==> src/rtl/rsa_pkg.sv <==
// Shared types and constants for the RSA job controller and its
// Montgomery-constant generator.
package rsa_pkg;

   localparam int OP_W = 8;

   typedef enum logic [1:0] {
      ST_IDLE  = 2'd0,
      ST_CONST = 2'd1,
      ST_RUN   = 2'd2,
      ST_DONE  = 2'd3
   } state_e;

   localparam logic [1:0] ERR_OK      = 2'd0;
   localparam logic [1:0] ERR_MOD     = 2'd1;
   localparam logic [1:0] ERR_TIMEOUT = 2'd2;

   // Montgomery arithmetic needs an odd modulus of at least 3.
   function automatic logic bad_modulus(input logic [OP_W-1:0] m);
      return (m[0] == 1'b0) || (m < OP_W'(3));
   endfunction

endpackage

==> src/rtl/rsa_const_gen.sv <==
// Computes 2^(2*R_EXP) mod m by repeated modular doubling, one step per cycle.
// c/done are combinational and present the final step's result in its own cycle.
module rsa_const_gen
   import rsa_pkg::*;
#(
   parameter int R_EXP = 10
) (
   input  logic            clk,
   input  logic            rst,
   input  logic            start,
   input  logic [OP_W-1:0] m,
   output logic            busy,
   output logic            done,
   output logic [OP_W-1:0] c
);

   localparam int ITERS = 2 * R_EXP;
   localparam int CW    = $clog2(ITERS + 1);

   logic [OP_W-1:0] c_q, c_d, c_nxt;
   logic [CW-1:0]   cnt_q, cnt_d;
   logic            busy_q, busy_d;
   logic [OP_W:0]   dbl;

   always_comb begin
      dbl   = {c_q, 1'b0};
      // c < m always holds, so one conditional subtract keeps the result below m.
      c_nxt = (dbl >= {1'b0, m}) ? OP_W'(dbl - {1'b0, m}) : dbl[OP_W-1:0];
      done  = busy_q && (cnt_q == CW'(ITERS - 1));
      c     = c_nxt;
      busy  = busy_q;

      c_d    = c_q;
      cnt_d  = cnt_q;
      busy_d = busy_q;
      if (start) begin
         c_d    = OP_W'(1);
         cnt_d  = '0;
         busy_d = 1'b1;
      end else if (busy_q) begin
         c_d   = c_nxt;
         cnt_d = cnt_q + CW'(1);
         if (done) busy_d = 1'b0;
      end
   end

   always_ff @(posedge clk) begin
      if (rst) begin
         c_q    <= '0;
         cnt_q  <= '0;
         busy_q <= 1'b0;
      end else begin
         c_q    <= c_d;
         cnt_q  <= cnt_d;
         busy_q <= busy_d;
      end
   end

endmodule

==> src/rtl/rsa_job_ctrl.sv <==
// Job-level initiator for the 8-bit RSA unit: accepts a job, derives the
// Montgomery constant, runs the unit with a timeout and returns the result.
module rsa_job_ctrl
   import rsa_pkg::*;
#(
   parameter int R_EXP          = 10,
   parameter int TIMEOUT_CYCLES = 4096
) (
   input  logic            clk,
   input  logic            rst,
   input  logic            in_valid,
   output logic            in_ready,
   input  logic [OP_W-1:0] in_m,
   input  logic [OP_W-1:0] in_e,
   input  logic [OP_W-1:0] in_p,
   output logic            out_valid,
   input  logic            out_ready,
   output logic [OP_W-1:0] out_c,
   output logic [1:0]      out_err,
   output logic            rsa_en,
   output logic [OP_W-1:0] rsa_m,
   output logic [OP_W-1:0] rsa_e,
   output logic [OP_W-1:0] rsa_p,
   output logic [OP_W-1:0] rsa_const,
   input  logic            rsa_eoc,
   input  logic [OP_W-1:0] rsa_c
);

   localparam int TW = $clog2(TIMEOUT_CYCLES + 1);

   state_e          state_q, state_d;
   logic [OP_W-1:0] m_q, m_d, e_q, e_d, p_q, p_d, const_q, const_d, c_q, c_d;
   logic [1:0]      err_q, err_d;
   logic [TW-1:0]   tcnt_q, tcnt_d;
   logic            cg_start, cg_busy, cg_done;
   logic [OP_W-1:0] cg_c;

   rsa_const_gen #(.R_EXP(R_EXP)) u_const_gen (
      .clk   (clk),
      .rst   (rst),
      .start (cg_start),
      .m     (m_q),
      .busy  (cg_busy),
      .done  (cg_done),
      .c     (cg_c)
   );

   always_comb begin
      state_d  = state_q;
      m_d      = m_q;
      e_d      = e_q;
      p_d      = p_q;
      const_d  = const_q;
      c_d      = c_q;
      err_d    = err_q;
      tcnt_d   = tcnt_q;
      cg_start = 1'b0;
      in_ready = (state_q == ST_IDLE) && !cg_busy;

      case (state_q)
         ST_IDLE: begin
            if (in_valid && in_ready) begin
               m_d = in_m;
               e_d = in_e;
               p_d = in_p;
               if (bad_modulus(in_m)) begin
                  c_d     = '0;
                  err_d   = ERR_MOD;
                  state_d = ST_DONE;
               end else begin
                  cg_start = 1'b1;
                  state_d  = ST_CONST;
               end
            end
         end
         ST_CONST: begin
            if (cg_done) begin
               const_d = cg_c;
               tcnt_d  = '0;
               state_d = ST_RUN;
            end
         end
         ST_RUN: begin
            tcnt_d = tcnt_q + TW'(1);
            // eoc takes priority over a timeout expiring in the same cycle.
            if (rsa_eoc) begin
               c_d     = rsa_c;
               err_d   = ERR_OK;
               state_d = ST_DONE;
            end else if (tcnt_q == TW'(TIMEOUT_CYCLES - 1)) begin
               c_d     = '0;
               err_d   = ERR_TIMEOUT;
               state_d = ST_DONE;
            end
         end
         ST_DONE: begin
            if (out_ready) state_d = ST_IDLE;
         end
         default: state_d = ST_IDLE;
      endcase
   end

   always_ff @(posedge clk) begin
      if (rst) begin
         state_q <= ST_IDLE;
         m_q     <= '0;
         e_q     <= '0;
         p_q     <= '0;
         const_q <= '0;
         c_q     <= '0;
         err_q   <= ERR_OK;
         tcnt_q  <= '0;
      end else begin
         state_q <= state_d;
         m_q     <= m_d;
         e_q     <= e_d;
         p_q     <= p_d;
         const_q <= const_d;
         c_q     <= c_d;
         err_q   <= err_d;
         tcnt_q  <= tcnt_d;
      end
   end

   assign out_valid = (state_q == ST_DONE);
   assign out_c     = c_q;
   assign out_err   = err_q;
   assign rsa_en    = (state_q == ST_RUN);
   assign rsa_m     = m_q;
   assign rsa_e     = e_q;
   assign rsa_p     = p_q;
   assign rsa_const = const_q;

endmodule

==> config.mk <==
export PLATFORM = sky130hd
export DESIGN_NAME = rsa_job_ctrl
export DESIGN_NICKNAME = d
export VERILOG_FILES = /design/src/rtl/rsa_pkg.sv /design/src/rtl/rsa_const_gen.sv /design/src/rtl/rsa_job_ctrl.sv
export SDC_FILE = /design/constraint.sdc
export NUM_CORES = 1
export LEC_CHECK = 0
export CAP_MARGIN = 15
export CORE_MARGIN = 2
export CORE_UTILIZATION = 30
export CTS_CLUSTER_DIAMETER = 120
export DETAILED_ROUTE_END_ITERATION = 8
export PLACE_DENSITY = 0.55
export SYNTH_ARGS = -nofsm -noshare
export SYNTH_HDL_FRONTEND = slang
export SYNTH_SLANG_ARGS = --single-unit
==> constraint.sdc <==
create_clock -name clk -period 4.8 [get_ports clk]
set_input_delay 0.96 -clock clk [delete_from_list [all_inputs] [get_ports clk]]
set_output_delay 0.96 -clock clk [all_outputs]
set_load 0.05 [all_outputs]
# After elaboration in Yosys (flattened, before gate mapping)

Index checks and enable logic that the tools add are counted.

Memories kept: 0
Register bits: 71
Output and inout port bits: 45
RAM bits: 0
Logic and storage cells: 71
Memory bits (read-only): 0
Input bits: 37
Latch bits: 0

Eq/ne operators: 10
Magnitude comparators: 2
Add/sub/neg operators: 3
Divide/modulo/power cells: 0
Shift-type cells: 0
Multiply operators: 0
Reductions and logical operators: 15
Muxes and demuxes: 28
Bitwise logic cells: 1

Operator list:

| cell                                                                          | count |
|---|---|
| 8-bit 2-to-1 mux                                                              | 5 |
| 13-bit case mux with 2 select lines                                           | 1 |
| 2-bit 2-to-1 mux                                                              | 10 |
| 8-bit case mux with 2 select lines                                            | 1 |
| 13-bit by 1-bit adder with 13-bit output (second input constant)              | 1 |
| 13-bit by 12-bit equality test with 1-bit output (second input constant)      | 1 |
| 13-bit 2-to-1 mux                                                             | 1 |
| 9-bit by 8-bit greater-or-equal comparator with 1-bit output                  | 1 |
| 8-bit by 2-bit less-than comparator with 1-bit output (second input constant) | 1 |
| 1-bit 2-to-1 mux                                                              | 8 |
| 2-bit case mux with 4 select lines                                            | 1 |
| 4-bit AND reduction                                                           | 2 |
| 8-bit subtractor                                                              | 1 |
| 2-bit by 1-bit != test with 1-bit output (second input constant)              | 3 |
| 2-bit AND reduction                                                           | 3 |
| 2-bit nonzero test                                                            | 3 |
| 5-bit by 1-bit adder with 5-bit output (second input constant)                | 1 |
| 5-bit equality test (second input constant)                                   | 1 |
| 2-bit equality test (second input constant)                                   | 2 |
| 2-bit case mux with 2 select lines                                            | 1 |
| 1-bit logical AND                                                             | 3 |
| 3-bit by 1-bit != test with 1-bit output (second input constant)              | 1 |
| 2-bit by 1-bit equality test with 1-bit output (second input constant)        | 1 |
| 2-bit zero test                                                               | 1 |
| 5 further kinds                                                               | 5 |

# Logic depth before layout (Yosys ltp)

Gate-level depths: netlist of the first run.

Depth in word-level cells: 6
Depth in mapped cells: 9
Depth with buffers taken out: 7

# By module

Synthesis of the first run repeated with hierarchy kept, for this count alone.

Cell total of the unflattened synthesis: 435
Area total of the unflattened synthesis: 3514.6 um2

By module, submodules not included:

| module        | sequential area each (um2) | area each (um2) | instances | cells each |
|---|---|---|---|---|
| rsa_job_ctrl  | 1141.1                     | 2409.8          | 1         | 290 |
| rsa_const_gen | 280.3                      | 1104.8          | 1         | 145 |

# Worst setup path before layout of the first run

Ideal clock, no wire load.

Path type: register to register
Start: reg m_q[1] (netlist: rsa_m[1])
End: reg u_const_gen.c_q[1]
Slack: 2.427 ns
Data arrival time: 2.251 ns
Data required time: 4.678 ns
Setup time: 0.122 ns
Clock period less this slack: 2.373 ns
Buffers on the path: 0
Stages on the path, launching flop included: 8
Cells stage by stage: dfxtp_1 > inv_1 > ha_1 > ha_1 > o31a_1 > o2111ai_4 > a2111oi_2 > a311o_1

Word-level cells in the longest chain between the ends: 2
Elaborated cells between the ends (all ways): 3
Classes of those cells: add/sub: 1; order compare: 1; mux: 1

Ends and longest elaborated chain:

| what                                                                                                    | RTL line            | text |
|---|---|---|
| from (decl)                                                                                             | rsa_job_ctrl.sv:32  | `logic [OP_W-1:0] m_q, m_d, e_q, e_d, p_q, p_d, const_q, const_d, c_q, c_d;` |
| from (signal assigned)                                                                                  | rsa_job_ctrl.sv:115 | `m_q <= m_d;` |
| 8-bit subtractor / 9-bit by 8-bit greater-or-equal comparator with 1-bit output (equally long branches) | rsa_const_gen.sv:28 | `c_nxt = (dbl >= {1'b0, m}) ? OP_W'(dbl - {1'b0, m}) : dbl[OP_W-1:0];` |
| 8-bit 2-to-1 mux (*)                                                                                    | rsa_const_gen.sv:28 |  |
| to (signal assigned)                                                                                    | rsa_const_gen.sv:49 | `c_q <= '0;` |
| to (signal assigned)                                                                                    | rsa_const_gen.sv:53 | `c_q <= c_d;` |
| to (decl)                                                                                               | rsa_const_gen.sv:20 | `logic [OP_W-1:0] c_q, c_d, c_nxt;` |

Mark *: on every way between the ends. The rest lies on a longest branch, timed or not.
A chain may end at the register's enable or synchronous reset.

# Worst setup path after layout of the first run

Start: reg state_q[0]
End: out in_ready

Word-level cells in the longest chain between the ends: 2

Ends and longest elaborated chain:

| what                   | RTL line            | text |
|---|---|---|
| from (decl)            | rsa_job_ctrl.sv:31  | `state_e state_q, state_d;` |
| from (signal assigned) | rsa_job_ctrl.sv:114 | `state_q <= state_d;` |
| 2-bit zero test        | rsa_job_ctrl.sv:58  | `in_ready = (state_q == ST_IDLE) && !cg_busy;` |
| 1-bit logical AND      | rsa_job_ctrl.sv:58  |  |
| to (decl)              | rsa_job_ctrl.sv:12  | `output logic in_ready,` |

Every way passes these cells.

==> impl_metrics.py, run 1 <==
metrics = {
    "routing": {
        "wl_mm": 9.05,
        "first_pass_iters": 4,
        "drc": 0,
        "wl_per_cell_um": 14.0,
        "viasPerCell": 4.89,
        "first_iter_violations": 136,
        "route.vias.total": 3165,
        "ant_nets": 0,
    },
    "placement": {
        "io_buffers": 81,
        "dpl.cell_count": 632,
        "globalplace.congestion": 0.843,
        "dp_hpwl_mm": 6.55,
    },
    "logic_synthesis": {
        "synth_seq_cells": 71,
        "synth_nets": 481,
        "yosysTopAreaCell": "dfxtp_1",
        "seq_area_frac_synth": 0.401,
        "ys.flop_type": "dfxtp_1",
        "yosys_warnings": 0,
        "synthArstFlopShare": 0,
        "synth-edff-count": 0,
        "synth_top_area_frac": 0.401,
        "yosys.cell_types.count": 56,
        "syn_inst": 428,
        "syn_avg_cell_area_um2": 8.28,
        "synthTopCellsByArea": "dfxtp_1 40%, nand2_1 7.6%, ha_1 5.3%",
        "synth_area_mm2": 0.00354,
    },
    "clocking": {
        "postCtsSetupRepairBufs": 0,
        "cts-buffers-inserted": 9,
        "clockRootBuffer": "clkbuf_16",
        "clock_tree.buffer_depth": 2,
        "clock_latency_ns": 0.33,
        "clk_pin_slew_ns": 0.05,
        "cts_max_level": 3,
        "cts_tree": "built",
        "cts_resized": 0,
        "holdBufCountCts": 0,
        "cts_sinks": 71,
    },
    "sta": {
        "rsz0062_at_grt": "no",
        "min_period_over_period": 0.638,
        "finalHoldViolCount": 0,
        "final_max_slew_viol_count": 0,
        "slew_headroom": 0.354,
        "setup-tns-final_ns": 0,
        "period_minus_slack_ns": 3.06,
        "max_freq_mhz": 326,
        "tightestPinTransition_ns": 0.967,
        "skew_ns": 0.00666,
        "setup_violations": 0,
    },
    "worst_setup_path": {
        "end_kind": "output port",
        "crit_chain": "inv_1 -> ha_1 -> nor2b_1 -> clkdlybuf4s50_1",
        "r2r_start": "u_const_gen.busy",
        "crit_fanout": 5,
        "slowest_stage": "clkdlybuf4s50_1",
        "crit_type": "reg2out",
        "rrSetupSlack_ns": 2.35,
        "arrival_ns": 2.10,
        "reg2reg_to": "tcnt_q[7]",
        "r2r_cells": 4,
        "start_kind": "register",
        "cpPeakStageDelay_ns": 0.84,
        "crit_required_ns": 3.84,
    },
    "job": {
        "maxCapViolations": 0,
    },
    "power": {
        "switching_share": 0.391,
        "peakVddDrop_uv": 299,
        "p_comb_frac": 0.414,
        "power.density_mw_per_mm2": 522,
        "p_int_mw": 1.52,
        "p_seq_frac": 0.290,
        "p_sw_mw": 0.975,
        "p_clk_frac": 0.296,
        "p_leak_nw": 1.70,
    },
    "die": {
        "die_x_um": 113,
        "die_area_mm2": 0.0127,
        "std_cell_rows": 39,
        "die_h_um": 113,
        "core_mm2": 0.0115,
        "boundaryPins": 82,
        "initial_core_util": 0.309,
    },
    "cells_and_area": {
        "final_nets": 553,
        "layout-drive-gt1-share": 0.0635,
        "regArea_mm2": 0.00142,
        "fill_cells": 1138,
        "antenna_cells": 0,
        "multi_input_area_mm2": 0.00197,
        "layout.cells.non_filler": 647,
        "syn2layout_area_growth_pct": 35.1,
    },
    "grt": {
        "first_global_vias": 3112,
        "track_usage": 0.146,
        "grt_max_degree": 50,
        "grt_pass1_wl_mm": 15.1,
        "antenna_found_initial": 0,
        "grt_overflow": 0,
    },
    "hold_path": {
        "hold_path_class": "reg2reg",
        "hold_start": "rsa_e[5]",
        "hold_depth": 2,
        "min_to": "rsa_e[5]",
    },
    "run_status": {
        "status": "finished, final reports clean",
    },
}
layout make-up:
class	instances	share of cell area
Timing Repair Buffer	83	0.171
Multi-Input combinational cell	318	0.412
Inverter	17	0.0133
Sequential cell	71	0.297
Clock buffer	12	0.0557
Clock inverter	3	0.0136
Tap cell	143	0.0374
how the worst max path moves through the flow:
stage	startpoint	to
after floorplan	rsa_m[1]	u_const_gen.c_q[1]
after global placement	in_valid	u_const_gen.c_q[1]
after detailed placement	in_valid	u_const_gen.c_q[1]
after CTS	state_q[0]	in_ready
after global routing	state_q[0]	in_ready
final	state_q[0]	in_ready
worst max-delay path, delay by kind of cell, from the launching register on:
kind | cells | cell delay [ns]
fa+ha+maj | 1 | 0.25
flops | 1 | 0.33
buf+inv | 2 | 0.95
simple gates | 1 | 0.23
power groups by stage:
stage	Sequential, mW	Combinational (mW)	Clock [mW]
CTS	0.726	1.03	0.758
global route	0.737	1.12	0.785
finish	0.725	1.03	0.739
global placement	0.735	1.03	0
floorplan	0.875	0.605	0
detailed placement	0.737	1.03	0
kinds of logic after synthesis:
group / after synthesis / synth area share
buffers and inverters: 39 / 0.0445
xor gates and xnor gates: 17 / 0.0420
muxes: 12 / 0.0346
AOI/OAI and AO/OA: 89 / 0.168
adders and majority gates: 16 / 0.0586
and+or+nand+nor: 184 / 0.251
DFF: 71 / 0.401
Yosys cell counts, types with 2 or more instances:
library cell and count:
nor2_1 38, mux2_1 2, nand2b_1 14, nand2_1 72
nor2b_1 5, a21oi_1 36, a211oi_1 2, o41ai_1 2
ha_1 15, nor4_1 6, xor2_1 8, nand4b_1 2
nand3_1 14, buf_2 3, nand3b_1 4, mux2i_1 10
o21ai_0 13, clkbuf_1 17, nor2_2 2, o21bai_1 4
xnor2_1 9, nand4_1 7, buf_4 2, or3_1 2
dfxtp_1 71, and2_1 2, a31oi_1 8, o211ai_1 4
nor3_1 6, inv_1 17, or2_2 2, o21a_1 2
nor4_2 2, a311oi_1 3
cell usage in the layout (no fill, tap or decap), types with 7 or more instances in the layout:
master	netlist	final
a21oi_1	36	36
a31oi_1	8	8
clkbuf_16	0	9
clkdlybuf4s50_1	0	80
dfxtp_1	71	71
ha_1	15	15
inv_1	17	17
mux2i_1	10	10
nand2_1	72	72
nand2b_1	14	14
nand3_1	14	14
nand4_1	7	7
nor2_1	38	38
o21ai_0	13	13
xnor2_1	9	9
xor2_1	8	8
flip-flops by register name (all words and copies together) (netlist names):
register	cells
rsa_p	8
u_const_gen.busy	1
rsa_e	8
state_q	2
u_const_gen.cnt_q	5
out_c	8
u_const_gen.c_q	8
rsa_m	8
rsa_const	8
tcnt_q	13
out_err	2
layer usage:
metal	GRT usage	up-vias	wire length (um)
li1	-	1620	-
met1	0.183	1472	4200
met2	0.238	61	4260
met3	0.0445	12	457
met4	0.0520	0	131
met5	0	-	0
through the flow:
step	hold slack (ns)	power (mW)	instance area (um^2)	worst slack, ns	utilization
after floorplan	0.451	1.48	3540	2.43	-
after global routing	0.476	2.65	4790	1.59	0.417
after global placement	0.443	1.76	4460	1.87	0.389
after CTS	0.456	2.52	4790	1.71	0.417
final	0.450	2.50	4790	1.74	0.417
after detailed placement	0.448	1.77	4460	1.82	0.389
(Power assumes the default switching activity.)
==> inputs of run 2 (changes only) <==
==> constraint.sdc (replaced) <==
create_clock -name clk -period 3.2 [get_ports clk]
set_input_delay 0.64 -clock clk [delete_from_list [all_inputs] [get_ports clk]]
set_output_delay 0.64 -clock clk [all_outputs]
set_load 0.05 [all_outputs]
==> run 2 against run 1 <==
Setup slack worse by 1.3 ns. First-iteration DRC count up 11%. Wire length up 0.30%. Clock power increased by 60%. Sequential cell count unchanged. Die area stayed put. Via count about the same. Critical endpoint unchanged. Global-route usage about the same.
==> impl_metrics.py, run 2 (synthesis results as in run 1) <==
metrics = {
    "sta": {
        "setup_violations": 0,
        "setup-tns-final_ns": 0,
        "final_max_slew_viol_count": 0,
        "max_freq_mhz": 363,
        "period_minus_slack_ns": 2.75,
        "skew_ns": 0.00957,
        "finalHoldViolCount": 0,
        "rsz0062_at_grt": "no",
        "tightestPinTransition_ns": 0.814,
        "min_period_over_period": 0.860,
        "slew_headroom": 0.456,
    },
    "cells_and_area": {
        "antenna_cells": 0,
        "layout-drive-gt1-share": 0.0727,
        "largest_reg_flops": 13,
        "layout.cells.non_filler": 652,
        "final_nets": 557,
        "syn2layout_area_growth_pct": 36.5,
        "largest_register": "tcnt_q",
        "post-route-util": 0.422,
        "final_cell_mix": "80 x clkdlybuf4s50_1, 72 x nand2_1, 71 x dfxtp_1",
        "fill_cells": 1118,
        "mostFrequentLayoutCell": "clkdlybuf4s50_1",
    },
    "worst_setup_path": {
        "crit_required_ns": 2.56,
        "r2r_start": "rsa_m[1]",
        "slowest_stage": "clkdlybuf4s50_1",
        "crit_fanout": 5,
        "cpPeakStageDelay_ns": 0.84,
        "end_kind": "output port",
        "start_kind": "register",
        "crit_start": "state_q[0]",
        "crit_type": "reg2out",
        "arrival_ns": 2.11,
        "crit_chain": "inv_1 -> ha_1 -> nor2b_1 -> clkdlybuf4s50_1",
    },
    "die": {
        "boundaryPins": 82,
        "core_mm2": 0.0115,
        "die_x_um": 113,
        "std_cell_rows": 39,
        "die_area_mm2": 0.0127,
        "initial_core_util": 0.309,
        "die_h_um": 113,
    },
    "placement": {
        "dp_hpwl_mm": 6.80,
        "globalplace.congestion": 0.827,
        "io_buffers": 81,
        "dpl.cell_count": 636,
    },
    "routing": {
        "wl_per_cell_um": 13.9,
        "ant_nets": 0,
        "route.vias.total": 3168,
        "wl_mm": 9.08,
        "drc": 0,
        "viasPerCell": 4.86,
        "first_pass_iters": 4,
        "first_iter_violations": 151,
    },
    "clocking": {
        "cts-buffers-inserted": 9,
        "clock_tree.buffer_depth": 2,
        "cts_sinks": 71,
        "clock_latency_ns": 0.34,
        "cts_max_level": 3,
        "cts_tree": "built",
        "holdBufCountCts": 0,
        "postCtsSetupRepairBufs": 0,
        "clockRootBuffer": "clkbuf_16",
        "clk_pin_slew_ns": 0.06,
        "cts_resized": 0,
    },
    "power": {
        "p_leak_nw": 1.72,
        "power.density_mw_per_mm2": 791,
        "peakVddDrop_uv": 376,
        "p_total_mw": 3.83,
    },
    "hold_path": {
        "hold_path_class": "reg2reg",
        "hold_start": "rsa_p[7]",
    },
    "grt": {
        "grt_max_degree": 28,
        "grt_overflow": 0,
        "antenna_found_initial": 0,
        "first_global_vias": 3122,
        "track_usage": 0.146,
        "grt_pass1_wl_mm": 15.0,
    },
    "job": {
        "maxCapViolations": 0,
    },
    "run_status": {
        "status": "finished, final reports clean",
    },
}
run 2: cell types whose count changed in the layout (fill, tap and decap cells not counted), sizes merged:
cell / previous run / this run
buf: 3 / 7
bufinv: 2 / 3
inv: 17 / 19
clkinv: 1 / 0
clkbuf: 12 / 10
clkinvlp: 0 / 1
run 2: stage by stage:
stage | area (um^2) | setup WS (ns) | hold slack (ns)
after CTS | 4840 | 0.422 | 0.456
after global routing | 4840 | 0.313 | 0.474
final | 4840 | 0.449 | 0.452
after detailed placement | 4490 | 0.529 | 0.448
after floorplan | 3540 | 0.827 | 0.451
after global placement | 4490 | 0.594 | 0.443
run 2: worst max-delay path: cells and delay by family (launching register included):
kind | cells | cell delay [ns]
adder cells (fa/ha/maj) | 1 | 0.25
buffers and inverters | 2 | 0.95
flip-flops | 1 | 0.34
AND/OR/NAND/NOR | 1 | 0.24
run 2: area by class of cell:
cell class                 instances  area [um^2]  share of cell area
sequential                        71         1420               0.294
tap                              143          179              0.0370
multi-input combinational        318         1970               0.407
clock buffer                      10          239              0.0494
timing repair buffer              87          851               0.176
clock inverter                     6          115              0.0238
inverter                          17         63.8              0.0132
run 2: layer usage:
metal	part of all wire	GRT usage	up-vias
met5	0	0	-
met4	0.0066	0.0341	0
met3	0.050	0.0482	6
met2	0.48	0.246	66
met1	0.46	0.182	1463
li1	-	-	1633
run 2: where the power goes:
part,switching (mW),internal [mW],total [mW]
sequential,0.0895,0.990,1.08
combinational,1.01,0.561,1.57
clock,0.397,0.788,1.18
total,1.49,2.34,3.83
run 2: final timing paths:
kind / to / slack, ns / cells past startpoint
max: in_ready / 0.45 / 4
min: rsa_p[7] / 0.45 / 2
max reg2reg: rsa_const[5] / 0.90 / 7
min reg2reg: rsa_p[7] / 0.45 / 2
==> inputs of run 3 (changes only) <==
--- a/config.mk
+++ b/config.mk
@@ -5,11 +5,11 @@
 export SDC_FILE = /design/constraint.sdc
 export NUM_CORES = 1
 export LEC_CHECK = 0
-export CAP_MARGIN = 15
 export CORE_MARGIN = 2
 export CORE_UTILIZATION = 30
 export CTS_CLUSTER_DIAMETER = 120
 export DETAILED_ROUTE_END_ITERATION = 8
+export HOLD_SLACK_MARGIN = 0.08
 export PLACE_DENSITY = 0.55
 export SYNTH_ARGS = -nofsm -noshare
 export SYNTH_HDL_FRONTEND = slang
==> results of run 3 <==
No change in the layout: final DEF, timing and power equal those of run 2.
